File: src/rtl/collatz_if.sv
// Request/response bundle for the Collatz step-count responder.
// Handshake: read is a one-cycle strobe sampled at a rising edge (accepted only while busy=0);
// write pulses for one cycle with b/err valid, and b/err are held until the next result.
interface collatz_if #(
  parameter int N = 27
);
  logic         read;
  logic [N-1:0] a;
  logic         write;
  logic [N-1:0] b;
  logic         err;
  logic         busy;

  modport master (
    output read, a,
    input  write, b, err, busy
  );

  modport slave (
    input  read, a,
    output write, b, err, busy
  );
endinterface

File: src/rtl/collatz_responder.sv
// Counts Collatz steps of an operand down to 1, one step per clock.
// Reports all-ones with err=1 when 3x+1 or the step counter would exceed N bits.
module collatz_responder #(
  parameter int N = 27
) (
  input  logic       clk,
  input  logic       rst_n,
  collatz_if.slave   bus,
  output logic       dbg_state_o
);

  typedef enum logic {
    IDLE = 1'b0,
    RUN  = 1'b1
  } state_t;

  state_t       state_q, state_d;
  logic [N-1:0] x_q, x_d;
  logic [N-1:0] cnt_q, cnt_d;
  logic [N-1:0] b_q, b_d;
  logic         err_q, err_d;
  logic         write_q, write_d;

  // Two guard bits hold 3x+1 without loss so overflow is a plain compare.
  logic [N+1:0] x3p1;
  logic [N+1:0] n_max;

  assign x3p1  = ({2'b00, x_q} << 1) + {2'b00, x_q} + {{(N+1){1'b0}}, 1'b1};
  assign n_max = {2'b00, {N{1'b1}}};

  always_comb begin
    state_d = state_q;
    x_d     = x_q;
    cnt_d   = cnt_q;
    b_d     = b_q;
    err_d   = err_q;
    write_d = 1'b0;
    case (state_q)
      IDLE: begin
        if (bus.read) begin
          x_d     = bus.a;
          cnt_d   = '0;
          state_d = RUN;
        end
      end
      RUN: begin
        if (x_q <= {{(N-1){1'b0}}, 1'b1}) begin
          b_d     = cnt_q;
          err_d   = 1'b0;
          write_d = 1'b1;
          state_d = IDLE;
        end else if (cnt_q == {N{1'b1}}) begin
          b_d     = '1;
          err_d   = 1'b1;
          write_d = 1'b1;
          state_d = IDLE;
        end else if (!x_q[0]) begin
          x_d   = x_q >> 1;
          cnt_d = cnt_q + 1'b1;
        end else if (x3p1 > n_max) begin
          b_d     = '1;
          err_d   = 1'b1;
          write_d = 1'b1;
          state_d = IDLE;
        end else begin
          x_d   = x3p1[N-1:0];
          cnt_d = cnt_q + 1'b1;
        end
      end
      default: state_d = IDLE;
    endcase
  end

  always_ff @(posedge clk or negedge rst_n) begin
    if (!rst_n) begin
      state_q <= IDLE;
      x_q     <= '0;
      cnt_q   <= '0;
      b_q     <= '0;
      err_q   <= 1'b0;
      write_q <= 1'b0;
    end else begin
      state_q <= state_d;
      x_q     <= x_d;
      cnt_q   <= cnt_d;
      b_q     <= b_d;
      err_q   <= err_d;
      write_q <= write_d;
    end
  end

  assign bus.write   = write_q;
  assign bus.b       = b_q;
  assign bus.err     = err_q;
  assign bus.busy    = (state_q == RUN);
  assign dbg_state_o = state_q;

endmodule

File: src/flat_wrapper.sv
// flat-port wrapper written by rule: the top's interface ports become plain ports
module collatz_responder_flat 
#(
  parameter int N = 27
)
  (clk, rst_n, dbg_state_o, bus_read, bus_a, bus_write, bus_b, bus_err, bus_busy);
  collatz_if #(.N(N)) bus_i ();
  input  logic clk;
  input  logic rst_n;
  output logic dbg_state_o;
  input wire logic [$bits(bus_i.read)-1:0] bus_read;
  input wire logic [$bits(bus_i.a)-1:0] bus_a;
  output wire logic [$bits(bus_i.write)-1:0] bus_write;
  output wire logic [$bits(bus_i.b)-1:0] bus_b;
  output wire logic [$bits(bus_i.err)-1:0] bus_err;
  output wire logic [$bits(bus_i.busy)-1:0] bus_busy;
  assign bus_i.read = bus_read;
  assign bus_i.a = bus_a;
  assign bus_write = bus_i.write;
  assign bus_b = bus_i.b;
  assign bus_err = bus_i.err;
  assign bus_busy = bus_i.busy;
  collatz_responder #(.N(N)) u_core (.clk(clk), .rst_n(rst_n), .bus(bus_i), .dbg_state_o(dbg_state_o));
endmodule
File: config.mk
export PLATFORM = sky130hd
export DESIGN_NAME = collatz_responder_flat
export DESIGN_NICKNAME = d
export VERILOG_FILES = /design/src/rtl/collatz_if.sv /design/src/rtl/collatz_responder.sv /design/src/flat_wrapper.sv
export SDC_FILE = /design/constraint.sdc
export NUM_CORES = 1
export LEC_CHECK = 0
export ABC_AREA = 1
export CAP_MARGIN = 15
export CELL_PAD_IN_SITES_DETAIL_PLACEMENT = 0
export CELL_PAD_IN_SITES_GLOBAL_PLACEMENT = 1
export CORE_UTILIZATION = 43
export DETAILED_ROUTE_END_ITERATION = 7
export PLACE_DENSITY_LB_ADDON = 0.3
export SLEW_MARGIN = 20
export SYNTH_ARGS = -nofsm -noshare
export SYNTH_HDL_FRONTEND = slang
export SYNTH_SLANG_ARGS = --single-unit
File: constraint.sdc
create_clock -name clk -period 3.1 [get_ports clk]
set_input_delay 0.775 -clock clk [delete_from_list [all_inputs] [get_ports clk]]
set_output_delay 0.775 -clock clk [all_outputs]
set_load 0.005 [all_outputs]
==> flow_summary.ini <==
[detailed_routing]
routed_wl_um = 22490
drc = 0
avgRoutedWirePerCell_um = 15.36
via_count = 7317
drtIter0Drc = 556
avgViaCountPerCell = 4.998
ant_nets = 0
first_pass_iters = 8

[global_route]
busiest_layer = met1
antenna_found_initial = 0
grt_first_pass_wirelength_um = 35080
met3_usage_pct = 3.191
grt_pass1_vias = 6786
use_met1_pct = 38.18
grt.overflow.total = 0
grt_max_degree = 45
track_usage_pct = 24.79
grtUsageMet2_pct = 35.91

[finish]
drive_gt1_share_pct = 14.77
area_delta_synth_final_pct = 21.04
n_antenna_cell = 0
multi_input_area_mm2 = 0.004818
fillers = 1765
seqCellArea_mm2 = 0.002106
nets = 1326
finalNonFillerCells = 1464
design_area_mm2 = 0.009163

[clock_network]
cts_max_level = 3
clkTransAtPathRegs_ns = 0.07
cts_tree = yes
cts_buffers = 9
root_buffer = clkbuf_16
clk_latency_ns = 0.36
clock-sinks = 84
clockBufferDepth = 2

[placed_design]
port_buffers = 60
place_hpwl_um = 16250
pre_cts_ws_ns = 0.1078
placed_cells = 1439
place_area_mm2 = 0.008543
place.gp.congestion = 0.9209

[pwr]
internal_power_uw = 5470
clkPwrFrac_pct = 10.6
power_frac_seq_pct = 16.2
powerDensity_mw_per_mm2 = 1233
power_frac_comb_pct = 73.2
switchingPower_uw = 5830
swShare_pct = 51.59
leakagePower_uw = 0.004535
vdd_drop_max_mv = 0.7543

[yosys]
synthCells = 1156
ys_types = 46
synth_nets = 1248
synth-seq-cells = 84
async_flop_share_pct = 100.0
ys_seq_area_share_pct = 27.77
synth_area_mm2 = 0.007570
synth-main-ff-cell = dfrtp_1
avgSynthCellArea_um2 = 6.548
synth-edff-count = 0
yosysWarnings = 0

[floorplanning]
die_w_um = 134.7
start_util_pct = 43.92
dieArea_mm2 = 0.01814
pin_count = 61
rows = 48
core_area_mm2 = 0.01724
fp.dieH_um = 134.7

[setup_path]
cp-end-kind = flop
cp_max_fo = 17
cp.required_ns = 3.34
arrival_ns = 3.18
critPathKind = reg -> reg
start_kind = flop

[run_status]
status = completed

[min_path]
hold_path_class = in -> async

[sta]
slew_headroom_pct = 60.69
clock-skew-final_ns = 0.009761
timing.final.ws_setup_ns = 0.1563
min_period_ns = 2.944
hold_slack_ns = 0.4126
setup_viol = 0
max_freq_mhz = 339.7
worstMarginPinSlew_ns = 0.5896
hold_viol = 0
slew_violations = 0
timing.final.crit_share_pct = 94.96

[job]
drv_cap = 0
## Yosys cell counts (2+ instances only)
cell      instances  area (µm²)
o21ai_0          32       160.2
or4_1             2       15.01
inv_1           144       540.5
o21bai_1          2       15.01
nand4_1          15       93.84
xor2_1           15       131.4
nand3b_1         10       75.07
clkinv_1          3       11.26
inv_2             5       18.77
nor3_1           18       90.09
nand2_2          10       62.56
nor2_1          150       563.0
ha_1             61       763.2
nor3b_1           4       30.03
clkbuf_1         14       52.55
a31oi_1           2       12.51
a21oi_1          30       150.1
nand2_1         356        1336
buf_2             5       25.02
o21ai_1          14       70.07
buf_4             6       45.04
buf_6             8       90.09
nor4_1            9       56.30
nand3_1          68       340.3
o21ai_2           6       52.55
nand3_2          11       110.1
nor2_2           25       156.4
or2_2            25       156.4
xnor2_1           5       43.79
a21oi_2           2       17.52
dfrtp_1          84        2102
## stage by stage
stage / TNS, ns / utilization, % / total power (µW)
after floorplan: 0 / - / 7126
after global placement: 0 / 49.56 / 9291
after detailed placement: 0 / 49.56 / 9335
after CTS: 0 / 51.39 / 10580
after global routing: -0.003856 / 53.16 / 12370
final: 0 / 53.16 / 11300
## logic make-up (layout without fill, tap and decap cells)
logic type,count (synthesis),count (layout),share of synthesized area (%)
adders and majority gates,62,62,10.35
and+or+nand+nor,710,710,41.97
AOI/OAI and AO/OA,92,92,6.727
buffers and inverters,187,270,10.66
xor gates and xnor gates,21,21,2.529
DFF,84,84,27.77
## area by class of cell
cell class              instances  share of cell area [%]
clock inverters                 6                  0.8330
well taps                     225                   3.073
flip-flops and latches         84                   22.98
repair buffers                102                   11.69
inverters                     152                   6.227
clock buffers                  10                   2.608
multi-input cells             885                   52.59
## worst paths after layout
path | from | end | slack (ns) | cells after the start
min reg2reg | u_core.bus.b[0]$_DFFE_PN0P_ | u_core.bus.b[0]$_DFFE_PN0P_ | 0.50 | 2
max in group asynchronous | rst_n | u_core.cnt_q[18]$_DFFE_PN0P_ | 2.03 | 2
max reg2reg | u_core.x_q[7]$_DFFE_PN0P_ | u_core.cnt_q[18]$_DFFE_PN0P_ | 0.16 | 18
max | u_core.x_q[7]$_DFFE_PN0P_ | u_core.cnt_q[18]$_DFFE_PN0P_ | 0.16 | 18
min | rst_n | u_core.x_q[17]$_DFFE_PN0P_ | 0.41 | 1
min in group clk | u_core.bus.b[0]$_DFFE_PN0P_ | u_core.bus.b[0]$_DFFE_PN0P_ | 0.50 | 2
## state kept, by name (all words and copies together), names as in the netlist
register,cells
u_core.bus.err,1
u_core.cnt_q,27
u_core.bus.write,1
u_core.bus.busy,1
u_core.x_q,27
u_core.bus.b,27
## what timing repair did
item,in CTS,in global routing
hold buffers,0,0
setup buffers,0,5
resized for setup,0,36
endpoints found under the setup margin,0,83
## per-layer routing
metal	part of all wire, %	vias to the layer above
li1	-	3776
met1	52	3348
met2	42	170
met3	4.4	23
met4	1.3	0
met5	0	-
## cell usage in the layout, fill, tap and decap left out, drive strengths merged
cell | synthesis | routed
a211oi | 1 | 1
a21o | 1 | 1
a21oi | 32 | 32
a311oi | 1 | 1
a31oi | 2 | 2
and3 | 1 | 1
buf | 21 | 39
bufinv | 0 | 1
clkbuf | 14 | 14
clkdlybuf4s50 | 0 | 59
clkinv | 3 | 4
dfrtp | 84 | 84
fa | 1 | 1
ha | 61 | 61
inv | 149 | 153
nand2 | 367 | 367
nand3 | 79 | 79
nand3b | 11 | 11
nand4 | 16 | 16
nor2 | 177 | 177
nor3 | 19 | 19
nor3b | 4 | 4
nor4 | 9 | 9
o21ai | 52 | 52
o21bai | 2 | 2
o31ai | 1 | 1
or2 | 25 | 25
or4 | 2 | 2
xnor2 | 5 | 5
xor2 | 16 | 16
## power groups by stage
stage	logic, µW	clock network (µW)	registers, µW
2_1_floorplan	5280	0	1850
3_3_place_gp	7440	0	1850
3_5_place_dp	7490	0	1850
4_1_cts	7530	1210	1840
5_1_grt	9220	1260	1890
6_report	8270	1200	1840
## critical path: stages (launching register included)
cell and delay (ns):
dfrtp_1 0.38, inv_1 0.12, ha_1 0.28, buf_4 0.15, nand2_2 0.12, inv_1 0.06
nand2_1 0.06, nand2_1 0.11, nand3b_4 0.21, xnor2_1 0.27, nor2_1 0.11, nand3_1 0.13
nor2_2 0.06, nand2_2 0.09, nand2_4 0.07, a21oi_4 0.16, buf_12 0.16, clkbuf_16 0.20
o21ai_1 0.07
Note: power is estimated with default switching activity, not from simulation.
